<file path="config.mk">
export PLATFORM = sky130hd
export DESIGN_NAME = mips_multicycle_controller
export DESIGN_NICKNAME = d
export VERILOG_FILES = /design/src/rtl/mips_ctrl_pkg.sv /design/src/rtl/mips_mem_watchdog.sv /design/src/rtl/mips_multicycle_controller.sv
export SDC_FILE = /design/constraint.sdc
export NUM_CORES = 1
export LEC_CHECK = 0
export ABC_AREA = 1
export BUFFER_PORTS_ARGS = -buffer_cell sky130_fd_sc_hd__buf_2
export CAP_MARGIN = 20
export CORE_UTILIZATION = 45
export CTS_CLUSTER_SIZE = 16
export DETAILED_ROUTE_END_ITERATION = 12
export HOLD_SLACK_MARGIN = 0.05
export PLACE_DENSITY = 0.8
export SYNTH_ARGS = -nofsm -noshare
export SYNTH_HDL_FRONTEND = slang
export SYNTH_HIERARCHICAL = 1
export SYNTH_SLANG_ARGS = --single-unit
</file>
<file path="constraint.sdc">
create_clock -name clk -period 1.9 [get_ports clk]
set_clock_uncertainty 0.2 [all_clocks]
set_input_delay 0.19 -clock clk [delete_from_list [all_inputs] [get_ports clk]]
set_output_delay 0.19 -clock clk [all_outputs]
set_load 0.02 [all_outputs]
</file>
<file path="src/rtl/mips_ctrl_pkg.sv">
// Shared encodings for the multi-cycle MIPS controller: FSM states, opcodes and
// datapath mux selects.
package mips_ctrl_pkg;

    typedef enum logic [3:0] {
        S_IDLE   = 4'd0,
        S_FETCH  = 4'd1,
        S_DECODE = 4'd2,
        S_MADDR  = 4'd3,
        S_MRD    = 4'd4,
        S_MWB    = 4'd5,
        S_MWR    = 4'd6,
        S_EXEC   = 4'd7,
        S_RWB    = 4'd8,
        S_BEQ    = 4'd9,
        S_JMP    = 4'd10,
        S_AWB    = 4'd11
    } state_e;

    localparam logic [5:0] OP_RTYPE = 6'b000000;
    localparam logic [5:0] OP_LW    = 6'b100011;
    localparam logic [5:0] OP_SW    = 6'b101011;
    localparam logic [5:0] OP_BEQ   = 6'b000100;
    localparam logic [5:0] OP_J     = 6'b000010;
    localparam logic [5:0] OP_ADDI  = 6'b001000;

    localparam logic [1:0] ALUSRCB_B      = 2'b00;
    localparam logic [1:0] ALUSRCB_FOUR   = 2'b01;
    localparam logic [1:0] ALUSRCB_IMM    = 2'b10;
    localparam logic [1:0] ALUSRCB_IMM_SH = 2'b11;

    localparam logic [1:0] ALUOP_ADD   = 2'b00;
    localparam logic [1:0] ALUOP_SUB   = 2'b01;
    localparam logic [1:0] ALUOP_FUNCT = 2'b10;

    localparam logic [1:0] PCSRC_ALU    = 2'b00;
    localparam logic [1:0] PCSRC_ALUOUT = 2'b01;
    localparam logic [1:0] PCSRC_JUMP   = 2'b10;

    // States that wait on the memory handshake and are guarded by the watchdog.
    function automatic logic is_mem_state(state_e s);
        return (s == S_FETCH) || (s == S_MRD) || (s == S_MWR);
    endfunction

endpackage

</file>
<file path="src/rtl/mips_mem_watchdog.sv">
// Counts consecutive not-ready cycles in a memory state and flags expiry when the
// limit is reached and memory is still not ready.
module mips_mem_watchdog #(
    parameter int MAX_WAIT = 15
) (
    input  logic clk,
    input  logic rst_n,
    input  logic active_i,
    input  logic ready_i,
    output logic expire_o
);
    localparam int W = $clog2(MAX_WAIT + 1);
    localparam logic [W-1:0] LIMIT = W'(MAX_WAIT);

    logic [W-1:0] wait_cnt_q, wait_cnt_d;

    assign expire_o = active_i && !ready_i && (wait_cnt_q == LIMIT);

    // Expiry always forces a state change, so the count never needs to pass LIMIT.
    always_comb begin
        wait_cnt_d = '0;
        if (active_i && !ready_i && (wait_cnt_q != LIMIT))
            wait_cnt_d = wait_cnt_q + 1'b1;
    end

    always_ff @(posedge clk or negedge rst_n) begin
        if (!rst_n) wait_cnt_q <= '0;
        else        wait_cnt_q <= wait_cnt_d;
    end

endmodule

</file>
<file path="src/rtl/mips_multicycle_controller.sv">
// Multi-cycle MIPS control FSM: sequences IF/ID/EX/MEM/WB over a shared ALU and a
// single memory, stalling on mem_ready and aborting hung accesses to IDLE.
module mips_multicycle_controller
    import mips_ctrl_pkg::*;
#(
    parameter int MAX_WAIT = 15
) (
    input  logic       clk,
    input  logic       rst_n,
    input  logic [5:0] opcode,
    input  logic       mem_ready,
    output logic       pc_write,
    output logic       pc_write_cond,
    output logic       iord,
    output logic       mem_read,
    output logic       mem_write,
    output logic       ir_write,
    output logic       reg_dst,
    output logic       mem_to_reg,
    output logic       reg_write,
    output logic       alu_src_a,
    output logic [1:0] alu_src_b,
    output logic [1:0] alu_op,
    output logic [1:0] pc_source,
    output logic       illegal_op,
    output logic       mem_timeout,
    output logic [3:0] state
);
    state_e     state_q, state_d;
    logic [5:0] op_q, op_d;
    logic       illegal_q, illegal_d;
    logic       timeout_q;
    logic       expire;

    mips_mem_watchdog #(.MAX_WAIT(MAX_WAIT)) u_watchdog (
        .clk      (clk),
        .rst_n    (rst_n),
        .active_i (is_mem_state(state_q)),
        .ready_i  (mem_ready),
        .expire_o (expire)
    );

    always_comb begin
        state_d   = state_q;
        op_d      = op_q;
        illegal_d = 1'b0;
        case (state_q)
            S_IDLE:  state_d = S_FETCH;
            S_FETCH: begin
                if (mem_ready)   state_d = S_DECODE;
                else if (expire) state_d = S_IDLE;
            end
            S_DECODE: begin
                op_d = opcode;
                case (opcode)
                    OP_RTYPE:             state_d = S_EXEC;
                    OP_LW, OP_SW, OP_ADDI: state_d = S_MADDR;
                    OP_BEQ:               state_d = S_BEQ;
                    OP_J:                 state_d = S_JMP;
                    default: begin
                        state_d   = S_FETCH;
                        illegal_d = 1'b1;
                    end
                endcase
            end
            S_MADDR: begin
                case (op_q)
                    OP_LW:   state_d = S_MRD;
                    OP_SW:   state_d = S_MWR;
                    OP_ADDI: state_d = S_AWB;
                    default: state_d = S_FETCH;
                endcase
            end
            S_MRD: begin
                if (mem_ready)   state_d = S_MWB;
                else if (expire) state_d = S_IDLE;
            end
            S_MWR: begin
                if (mem_ready)   state_d = S_FETCH;
                else if (expire) state_d = S_IDLE;
            end
            S_EXEC:  state_d = S_RWB;
            S_MWB, S_RWB, S_AWB, S_BEQ, S_JMP: state_d = S_FETCH;
            default: state_d = S_IDLE;
        endcase
    end

    always_ff @(posedge clk or negedge rst_n) begin
        if (!rst_n) begin
            state_q   <= S_IDLE;
            op_q      <= '0;
            illegal_q <= 1'b0;
            timeout_q <= 1'b0;
        end else begin
            state_q   <= state_d;
            op_q      <= op_d;
            illegal_q <= illegal_d;
            timeout_q <= expire;
        end
    end

    // Moore decode from the state register so reset drops every strobe at once;
    // only FETCH looks at mem_ready, to load IR/PC on the completing cycle.
    always_comb begin
        pc_write      = 1'b0;
        pc_write_cond = 1'b0;
        iord          = 1'b0;
        mem_read      = 1'b0;
        mem_write     = 1'b0;
        ir_write      = 1'b0;
        reg_dst       = 1'b0;
        mem_to_reg    = 1'b0;
        reg_write     = 1'b0;
        alu_src_a     = 1'b0;
        alu_src_b     = ALUSRCB_B;
        alu_op        = ALUOP_ADD;
        pc_source     = PCSRC_ALU;
        case (state_q)
            S_FETCH: begin
                mem_read  = 1'b1;
                ir_write  = mem_ready;
                pc_write  = mem_ready;
                alu_src_b = ALUSRCB_FOUR;
            end
            S_DECODE: alu_src_b = ALUSRCB_IMM_SH;
            S_MADDR: begin
                alu_src_a = 1'b1;
                alu_src_b = ALUSRCB_IMM;
            end
            S_MRD: begin
                mem_read = 1'b1;
                iord     = 1'b1;
            end
            S_MWB: begin
                reg_write  = 1'b1;
                mem_to_reg = 1'b1;
            end
            S_MWR: begin
                mem_write = 1'b1;
                iord      = 1'b1;
            end
            S_EXEC: begin
                alu_src_a = 1'b1;
                alu_op    = ALUOP_FUNCT;
            end
            S_RWB: begin
                reg_write = 1'b1;
                reg_dst   = 1'b1;
            end
            S_AWB: reg_write = 1'b1;
            S_BEQ: begin
                alu_src_a     = 1'b1;
                alu_op        = ALUOP_SUB;
                pc_write_cond = 1'b1;
                pc_source     = PCSRC_ALUOUT;
            end
            S_JMP: begin
                pc_write  = 1'b1;
                pc_source = PCSRC_JUMP;
            end
            default: ;
        endcase
    end

    assign illegal_op  = illegal_q;
    assign mem_timeout = timeout_q;
    assign state       = state_q;

endmodule

</file>
==> results.py, run 1 <==
metrics = {
    "route": {
        "dr.pass1.iters": 4,
        "routed_via_density": 4.92,
        "vias": 1146,
        "ant_nets": 0,
        "drt_iter0_drc": 39,
        "drt_wl_total_mm": 2.74,
        "drc": 0,
        "routedWlPerCell_um": 11.8,
    },
    "logic_synthesis": {
        "avgSynthCellArea_sq_um": 6.67,
        "yosysMostFrequentCell": "nand2_1",
        "synth_common_cells": "45 x nand2_1, 27 x nor2_1, 23 x inv_1",
        "synth_top_area_share_pct": 39.0,
        "synth_top_flop_cell": "dfrtp_1",
        "ys_warn_count": 6,
        "async_flop_share_pct": 100,
        "yosys.area.top_type": "dfrtp_1",
        "syn_area_sq_um": 1030,
        "synth_edf_count": 0,
        "syn_inst": 154,
        "ys_seq_area_share_pct": 39.0,
        "synth_cell_type_count": 20,
        "synth.area.top_cells": "dfrtp_1 39%, nand2_1 16%, nor2_1 9.9%",
        "synth_nets": 164,
        "ys_ff_latch": 16,
    },
    "worst_setup_path": {
        "cp-startpoint": "state[3]$_DFF_PN0_",
        "worstSetupStartpointType": "flip-flop",
        "path_max_fanout": 9,
        "endpoint_kind": "output pin",
        "reg2reg_slack_ps": 30,
        "worstSetupPathType": "reg2out",
        "reg2reg_to": "state[1]$_DFF_PN0_",
        "crit_end": "alu_src_b[0]",
        "crit_arrival_ps": 1500,
        "worstRegToRegCells": 14,
        "r2r_start": "state[3]$_DFF_PN0_",
        "cp.required_ps": 1510,
    },
    "sta": {
        "fmax_ghz": 0.528,
        "slew_viol_final": 0,
        "post-route-period-util_pct": 99.7,
        "rsz0062_at_grt": "true",
        "setup_slack_ps": 6.26,
        "worst_slew_pin_slew_ps": 368,
        "finalSetupViolCount": 0,
        "finalHoldViolCount": 0,
        "whs_ps": 128,
        "slew_headroom_pct": 75.4,
        "min_period_ps": 1890,
    },
    "die": {
        "initial_core_util_pct": 49.8,
        "fp.dieH_um": 49.8,
        "coreArea_sq_um": 2060,
        "fp.dieW_um": 49.8,
        "design.die.area_sq_um": 2480,
        "row_count": 16,
        "io-pin-count": 31,
    },
    "power": {
        "power.leakage_uw": 0.000874,
        "ir_drop_uv": 727,
        "p_per_area_nw_per_um2": 1390,
        "total_power_uw": 2040,
    },
    "layout": {
        "utilization_pct": 71.1,
        "final_cells": 233,
        "area_delta_synth_final_pct": 42.6,
        "layout-drive-gt1-share_pct": 35.0,
        "fin_nets": 217,
        "antennaDiodeCount": 0,
    },
    "global_route": {
        "grt_max_degree": 17,
        "antenna_found_initial": 0,
        "grt_pass1_wl_mm": 4.35,
        "busiest_layer": "met2",
        "met2_usage_pct": 44.1,
        "grt_pass1_vias": 1092,
        "grt-ovfl-total": 0,
        "grt_usage_pct": 22.9,
        "grt_use_met3_pct": 3.70,
        "grt_use_met1_pct": 25.4,
    },
    "clock_tree": {
        "clk_pin_slew_worst_paths_ps": 110,
        "cts_tree": "built",
        "max-clock-path-buffers": 2,
        "cts-root-buf": "clkbuf_4",
        "htree_num_levels": 1,
        "clkLatencyLatePin_ps": 290,
        "cts_sinks": 16,
        "cts_buffers": 3,
    },
    "placement": {
        "place_inst": 211,
        "place_hpwl_mm": 1.87,
        "dp_slack_ps": -30.2,
        "gp_congestion": 0.917,
        "io_buffer_count": 30,
    },
    "flow_run": {
        "max_cap_viol_count": 0,
    },
    "hold_path": {
        "min_path_type": "in2async",
    },
    "outcome": {
        "outcome": "finished, final reports clean",
    },
}
==> metal layers <==
| metal | routed length [um] | vias to the layer above |
|---|---|---|
| met2 | 1470 | 49 |
| met5 | 0 | - |
| met1 | 1100 | 517 |
| li1 | - | 576 |
| met3 | 155 | 4 |
| met4 | 20 | 0 |
==> where the power goes <==
group,total (uW),switching [uW],internal (uW)
combinational,1260,773,485
clock,232,115,117
sequential,551,94.8,456
==> registers in the layout, summed over array words and instances (netlist names) <==
register               count
state                      4
illegal_op                 1
op_q                       6
mem_timeout                1
u_watchdog/wait_cnt_q      4
==> worst max-delay path, stage by stage (launching register included) <==
cell	delay (ps)
dfrtp_2	490
nor2_4	160
inv_2	110
nor2_8	160
inv_4	70
nand2_1	60
buf_2	160
==> logic make-up (layout without fill, tap and decap cells) <==
logic type      after synthesis  after routing  share of synthesized area [%]
flops                        16             16                           39.0
xor+xnor                      1              1                          0.853
simple gates                 98             98                           43.0
buf+inv                      29             81                           11.6
compound gates                9              9                           4.38
fa+ha+maj                     1              1                           1.22
==> layout make-up <==
type | count | area (sq um)
Timing Repair Buffer | 50 | 327
Clock buffer | 4 | 36.3
Multi-Input combinational cell | 109 | 562
Tap cell | 27 | 33.8
Inverter | 27 | 104
Sequential cell | 16 | 403
Fill cell | 155 | 597
==> through the flow <==
| stage | TNS, ps | cell area [sq um] |
|---|---|---|
| floorplan | 0 | 1030 |
| global placement | 0 | 1220 |
| detailed placement | -30.2 | 1220 |
| CTS | 0 | 1340 |
| global route | -243 | 1470 |
| finish | 0 | 1470 |
==> how the worst min path moves through the flow <==
stage	slack, ps	endpoint	startpoint	cells after the start
floorplan	-310	illegal_op$_DFF_PN0_	rst_n	0
global placement	-80	u_watchdog/wait_cnt_q[3]$_DFF_PN0_	rst_n	1
detailed placement	-80	u_watchdog/wait_cnt_q[3]$_DFF_PN0_	rst_n	1
CTS	140	state[0]$_DFF_PN0_	rst_n	2
global route	160	u_watchdog/wait_cnt_q[3]$_DFF_PN0_	rst_n	2
finish	130	state[0]$_DFF_PN0_	rst_n	2
==> what timing repair did <==
item | 4_1_cts | 5_1_grt
hold buffers | 8 | 0
hold endpoints to repair | 24 | 0
endpoints found under the setup margin | 3 | 11
buffers inserted | 0 | 10
resized for setup | 4 | 15
pin swaps | 1 | 9
==> layout by cell type, fill, tap and decap left out <==
master and instances:
clkbuf_8 1, dfrtp_1 14, nand3_1 10, nor4_1 1, dfrtp_2 2, inv_2 6, nor2_8 1, buf_6 1
nor2_2 3, nand2_1 42, xnor2_1 1, nand2_2 5, buf_4 12, nand2_4 1, nor2_1 23, inv_4 1
nand3b_1 1, dlygate4sd3_1 8, buf_2 29, o21ai_0 6, ha_1 1, nor3_1 2, o21ai_1 3, clkbuf_4 3
nand4_1 2, inv_1 20, nor3_4 1, nor2_4 6
Power figures use the tool's default switching activity.
==> run 2, diff against run 1 <==
--- a/config.mk
+++ b/config.mk
@@ -7,12 +7,11 @@
 export LEC_CHECK = 0
 export ABC_AREA = 1
 export BUFFER_PORTS_ARGS = -buffer_cell sky130_fd_sc_hd__buf_2
-export CAP_MARGIN = 20
 export CORE_UTILIZATION = 45
 export CTS_CLUSTER_SIZE = 16
 export DETAILED_ROUTE_END_ITERATION = 12
-export HOLD_SLACK_MARGIN = 0.05
 export PLACE_DENSITY = 0.8
+export RECOVER_POWER = 100
 export SYNTH_ARGS = -nofsm -noshare
 export SYNTH_HDL_FRONTEND = slang
 export SYNTH_HIERARCHICAL = 1
==> run 2 against run 1 <==
Effect of this change: power is 0.10% lower; register-to-register slack hardly changed; largest cell class unchanged; core utilization is 0.67 points lower; global-route usage stayed put; cell area is 0.94% lower; largest power group unchanged.
==> results.py, run 2 (same netlist as run 1, synthesis figures left out) <==
metrics = {
    "layout": {
        "layout-drive-gt1-share_pct": 33.7,
        "mostFrequentLayoutCell": "nand2_1",
        "regMostFlops": "op_q",
        "largest_reg_flops": 6,
        "area_delta_synth_final_pct": 41.3,
        "antennaDiodeCount": 0,
        "fin_nets": 216,
        "mostFrequentLayoutCells": "42 x nand2_1, 26 x buf_2, 23 x nor2_1",
    },
    "die": {
        "fp.dieW_um": 49.8,
        "io-pin-count": 31,
        "coreArea_sq_um": 2060,
        "row_count": 16,
        "design.die.area_sq_um": 2480,
        "initial_core_util_pct": 49.8,
        "fp.dieH_um": 49.8,
    },
    "power": {
        "swShare_pct": 48.2,
        "p_per_area_nw_per_um2": 1400,
        "power.leakage_uw": 0.000858,
        "p_comb_share_pct": 61.6,
        "ir_drop_uv": 723,
        "p_int_uw": 1060,
        "clock_power_share_pct": 11.4,
        "p_sw_uw": 984,
        "seqPwrFrac_pct": 27.0,
    },
    "placement": {
        "place_hpwl_mm": 1.87,
        "gp_congestion": 0.917,
        "dp_slack_ps": -30.2,
        "io_buffer_count": 30,
    },
    "worst_setup_path": {
        "worstRegToRegCells": 11,
        "worstPathCellList": "nor2_4 -> inv_2 -> nor2_8 -> inv_4 -> nand2_1 -> buf_2",
        "cpPeakStageDelay_ps": 490,
        "crit_arrival_ps": 1500,
        "worstSetupPathType": "reg2out",
        "cp.required_ps": 1510,
        "endpoint_kind": "output pin",
        "worstSetupStartpointType": "flip-flop",
        "cp_slowest_cell": "dfrtp_2",
        "path_max_fanout": 9,
    },
    "global_route": {
        "antenna_found_initial": 0,
        "grt_max_degree": 17,
        "grt_pass1_vias": 1092,
        "grt_pass1_wl_mm": 4.35,
        "grt-ovfl-total": 0,
        "grt_usage_pct": 22.9,
    },
    "clock_tree": {
        "cts-root-buf": "clkbuf_4",
        "max-clock-path-buffers": 2,
        "clkLatencyLatePin_ps": 290,
        "htree_num_levels": 1,
        "clk_pin_slew_worst_paths_ps": 110,
        "cts_buffers": 3,
        "cts_tree": "built",
        "cts_sinks": 16,
    },
    "route": {
        "ant_nets": 0,
        "drt_wl_total_mm": 2.74,
        "routedWlPerCell_um": 11.8,
        "routed_via_density": 4.94,
        "vias": 1146,
        "drc": 0,
        "drt_iter0_drc": 40,
        "dr.pass1.iters": 4,
    },
    "sta": {
        "fmax_ghz": 0.528,
        "finalSetupViolCount": 0,
        "rsz0062_at_grt": "true",
        "finalHoldViolCount": 0,
        "slew_headroom_pct": 39.2,
        "worst_slew_pin_slew_ps": 912,
        "setup_slack_ps": 6.35,
        "min_period_ps": 1890,
        "whs_ps": 69.9,
        "post-route-period-util_pct": 99.7,
        "slew_viol_final": 0,
    },
    "outcome": {
        "outcome": "finished, final reports clean",
    },
    "hold_path": {
        "holdPathStages": 4,
        "min_path_type": "in2reg",
    },
    "flow_run": {
        "max_cap_viol_count": 0,
    },
}
-- run 2: layout make-up --
type                       count  area (sq um)
multi-input combinational    109           562
tap                           27          33.8
timing repair buffer          49           313
clock buffer                   4          36.3
inverter                      27           104
fill                         155           611
sequential                    16           403
-- run 2: what timing repair did --
action / CTS / global route
pin swaps: 1 / 9
buffers inserted: 0 / 10
hold buffers: 7 / 0
endpoints found under the hold margin: 22 / 0
gates cloned: 0 / 0
resized for setup: 4 / 15
setup endpoints to repair: 3 / 11
-- run 2: routing by layer --
metal | GRT usage [%] | up-vias | part of all wire [%]
li1 | - | 574 | -
met1 | 25.4 | 517 | 40
met2 | 44.1 | 51 | 54
met3 | 3.70 | 4 | 5.8
met4 | 6.19 | 0 | 0.73
met5 | 0 | - | 0
-- run 2: worst paths after layout --
kind                                                     from                            endpoint  slack [ps]
min                                                 mem_ready  u_watchdog/wait_cnt_q[2]$_DFF_PN0_          70
max reg2reg                                state[3]$_DFF_PN0_                  state[2]$_DFF_PN0_          30
max                                        state[3]$_DFF_PN0_                        alu_src_b[0]           6
min in group asynchronous                               rst_n                 op_q[5]$_DFFE_PN0P_         330
max in group asynchronous                               rst_n                  state[3]$_DFF_PN0_         560
min reg2reg                u_watchdog/wait_cnt_q[0]$_DFF_PN0_  u_watchdog/wait_cnt_q[0]$_DFF_PN0_         300
-- run 2: power groups by stage --
stage / sequential, uW / combinational (uW) / clock (uW)
4_1_cts: 545 / 1020 / 236
6_report: 551 / 1260 / 232
3_3_place_gp: 545 / 965 / 0
3_5_place_dp: 551 / 998 / 0
5_1_grt: 567 / 1370 / 251
2_1_floorplan: 582 / 674 / 0
-- run 2: critical path, delay by kind of cell, from the launching register on --
family                 cells  cell delay, ps
buffers and inverters      3             340
flip-flops                 1             490
AND/OR/NAND/NOR            3             380
-- run 2: metrics by stage --
stage	TNS, ps	util (%)	power [uW]	std cells	instance area [sq um]
floorplan	0	-	1260	154	1030
CTS	0	64.6	1810	222	1330
global placement	0	59.1	1510	211	1220
detailed placement	-30.2	59.1	1550	211	1220
global route	-243	70.4	2190	232	1450
finish	0	70.4	2040	232	1450
==> run 3, diff against run 2 <==
--- a/config.mk
+++ b/config.mk
@@ -7,6 +7,7 @@
 export LEC_CHECK = 0
 export ABC_AREA = 1
 export BUFFER_PORTS_ARGS = -buffer_cell sky130_fd_sc_hd__buf_2
+export CORE_MARGIN = 2
 export CORE_UTILIZATION = 45
 export CTS_CLUSTER_SIZE = 16
 export DETAILED_ROUTE_END_ITERATION = 12
==> run 3 against run 2 <==
Effect of this change: clock-buffer cell count is the same; non-clock buffer count is the same; flip-flop and latch count is the same; sequential share of layout area shrank 0.42 points; register-to-register slack gained 40 ps; critical path type unchanged.
==> results.py, run 3 (same netlist as run 1, synthesis figures left out) <==
metrics = {
    "route": {
        "drt_wl_total_mm": 2.64,
        "drt_iter0_drc": 28,
        "ant_nets": 0,
        "routedWlPerCell_um": 11.3,
        "dr.pass1.iters": 5,
        "vias": 1122,
        "routed_via_density": 4.82,
        "drc": 0,
    },
    "global_route": {
        "grt_use_met1_pct": 22.5,
        "busiest_layer": "met2",
        "grt_pass1_wl_mm": 3.97,
        "antenna_found_initial": 0,
        "grt_usage_pct": 20.2,
        "grt-ovfl-total": 0,
        "met2_usage_pct": 37.0,
        "grt_use_met3_pct": 3.74,
        "grt_pass1_vias": 1000,
        "grt_max_degree": 17,
    },
    "layout": {
        "layout-drive-gt1-share_pct": 33.7,
        "n_fill_cell": 178,
        "largest_reg_flops": 6,
        "antennaDiodeCount": 0,
        "mostFrequentLayoutCell": "nand2_1",
        "area_delta_synth_final_pct": 43.5,
        "final_cells": 233,
        "mostFrequentLayoutCells": "42 x nand2_1, 25 x buf_2, 23 x nor2_1",
        "fin_nets": 216,
        "regMostFlops": "op_q",
    },
    "worst_setup_path": {
        "worstRegToRegCells": 15,
        "worstSetupPathType": "reg2out",
        "path_max_fanout": 4,
        "reg2reg_slack_ps": 70,
        "worstSetupStartpointType": "flip-flop",
        "crit_arrival_ps": 1460,
        "r2r_start": "state[1]$_DFF_PN0_",
        "endpoint_kind": "output pin",
        "cp-startpoint": "state[1]$_DFF_PN0_",
        "crit_end": "mem_read",
        "cp.required_ps": 1510,
        "reg2reg_to": "state[1]$_DFF_PN0_",
    },
    "sta": {
        "finalSetupViolCount": 0,
        "worst_slew_pin_slew_ps": 873,
        "slew_viol_final": 0,
        "slew_headroom_pct": 41.8,
        "min_period_ps": 1850,
        "fin_setup_tns_ps": 0,
        "post-route-period-util_pct": 97.5,
        "finalHoldViolCount": 0,
        "fmax_ghz": 0.540,
    },
    "die": {
        "design.die.area_sq_um": 2680,
        "coreArea_sq_um": 2190,
        "io-pin-count": 31,
        "row_count": 17,
        "initial_core_util_pct": 46.9,
        "fp.dieH_um": 51.8,
        "fp.dieW_um": 51.8,
    },
    "clock_tree": {
        "htree_num_levels": 1,
        "cts_buffers": 3,
        "cts_sinks": 16,
        "max-clock-path-buffers": 2,
        "clk_pin_slew_worst_paths_ps": 90,
        "cts_tree": "built",
        "clkLatencyLatePin_ps": 290,
        "cts-root-buf": "clkbuf_4",
    },
    "flow_run": {
        "max_cap_viol_count": 0,
    },
    "power": {
        "p_per_area_nw_per_um2": 1410,
        "p_comb_share_pct": 62.8,
        "ir_drop_uv": 935,
        "power.leakage_uw": 0.000867,
        "p_sw_uw": 992,
        "p_int_uw": 1080,
        "swShare_pct": 47.8,
        "seqPwrFrac_pct": 26.4,
        "clock_power_share_pct": 10.8,
    },
    "outcome": {
        "outcome": "finished, final reports clean",
    },
    "hold_path": {
        "min_from": "mem_ready",
        "min_path_type": "in2reg",
    },
    "placement": {
        "io_buffer_count": 30,
        "place_inst": 212,
        "gp_congestion": 0.800,
        "place_hpwl_mm": 1.82,
    },
}
-- run 3: cell counts in the layout (fill, tap and decap cells not counted) --
Identical to the previous run, type by type.
-- run 3: final cells by class --
type,count,area [sq um],share of cell area (%)
multi-input combinational,109,572,38.8
timing repair buffer,49,319,21.6
inverter,27,109,7.39
tap,28,35.0,2.38
clock buffer,4,36.3,2.46
sequential,16,403,27.3
-- run 3: power by group through the flow --
| stage | sequential, uW | clock, uW | combinational, uW |
|---|---|---|---|
| finish | 548 | 224 | 1300 |
| global route | 563 | 246 | 1420 |
| CTS | 546 | 233 | 1000 |
| detailed placement | 551 | 0 | 984 |
| global placement | 543 | 0 | 964 |
| floorplan | 582 | 0 | 674 |
-- run 3: metal layers --
metal	vias to the layer above	routed length [um]
met1	500	1110
met3	0	140
met2	48	1390
met5	-	0
li1	574	-
met4	0	0
-- run 3: worst min-delay path by stage --
stage,endpoint,cells past startpoint,slack [ps]
after CTS,u_watchdog/wait_cnt_q[2]$_DFF_PN0_,4,40
after detailed placement,op_q[1]$_DFFE_PN0P_,1,-70
after global placement,u_watchdog/wait_cnt_q[0]$_DFF_PN0_,1,-80
final,u_watchdog/wait_cnt_q[2]$_DFF_PN0_,4,50
after global routing,mem_timeout$_DFF_PN0_,4,50
after floorplan,illegal_op$_DFF_PN0_,0,-310
-- run 3: critical path, cell delays in order (launching register included) --
cell and delay (ps):
dfrtp_1 410, buf_4 150, nor2_4 150, nand2_4 80, buf_4 150, o21ai_0 60
buf_2 180
-- run 3: metrics by stage --
step	utilization (%)	hold WS [ps]	cell area, sq um	power, uW	setup WS, ps
detailed placement	55.7	-70.9	1220	1540	16.5
finish	67.3	50.4	1470	2080	47.9
floorplan	-	-306	1030	1260	37.3
CTS	61.0	42.7	1340	1780	9.66
global placement	55.7	-77.2	1220	1510	96.0
global route	67.3	46.1	1470	2230	-33.4
-- run 3: what timing repair did --
item / in CTS / in global routing
resized for setup: 2 / 23
hold endpoints to repair: 22 / 0
setup endpoints to repair: 2 / 6
gates cloned: 0 / 0
setup buffers: 1 / 9
pin swaps: 1 / 13
hold buffers: 7 / 0
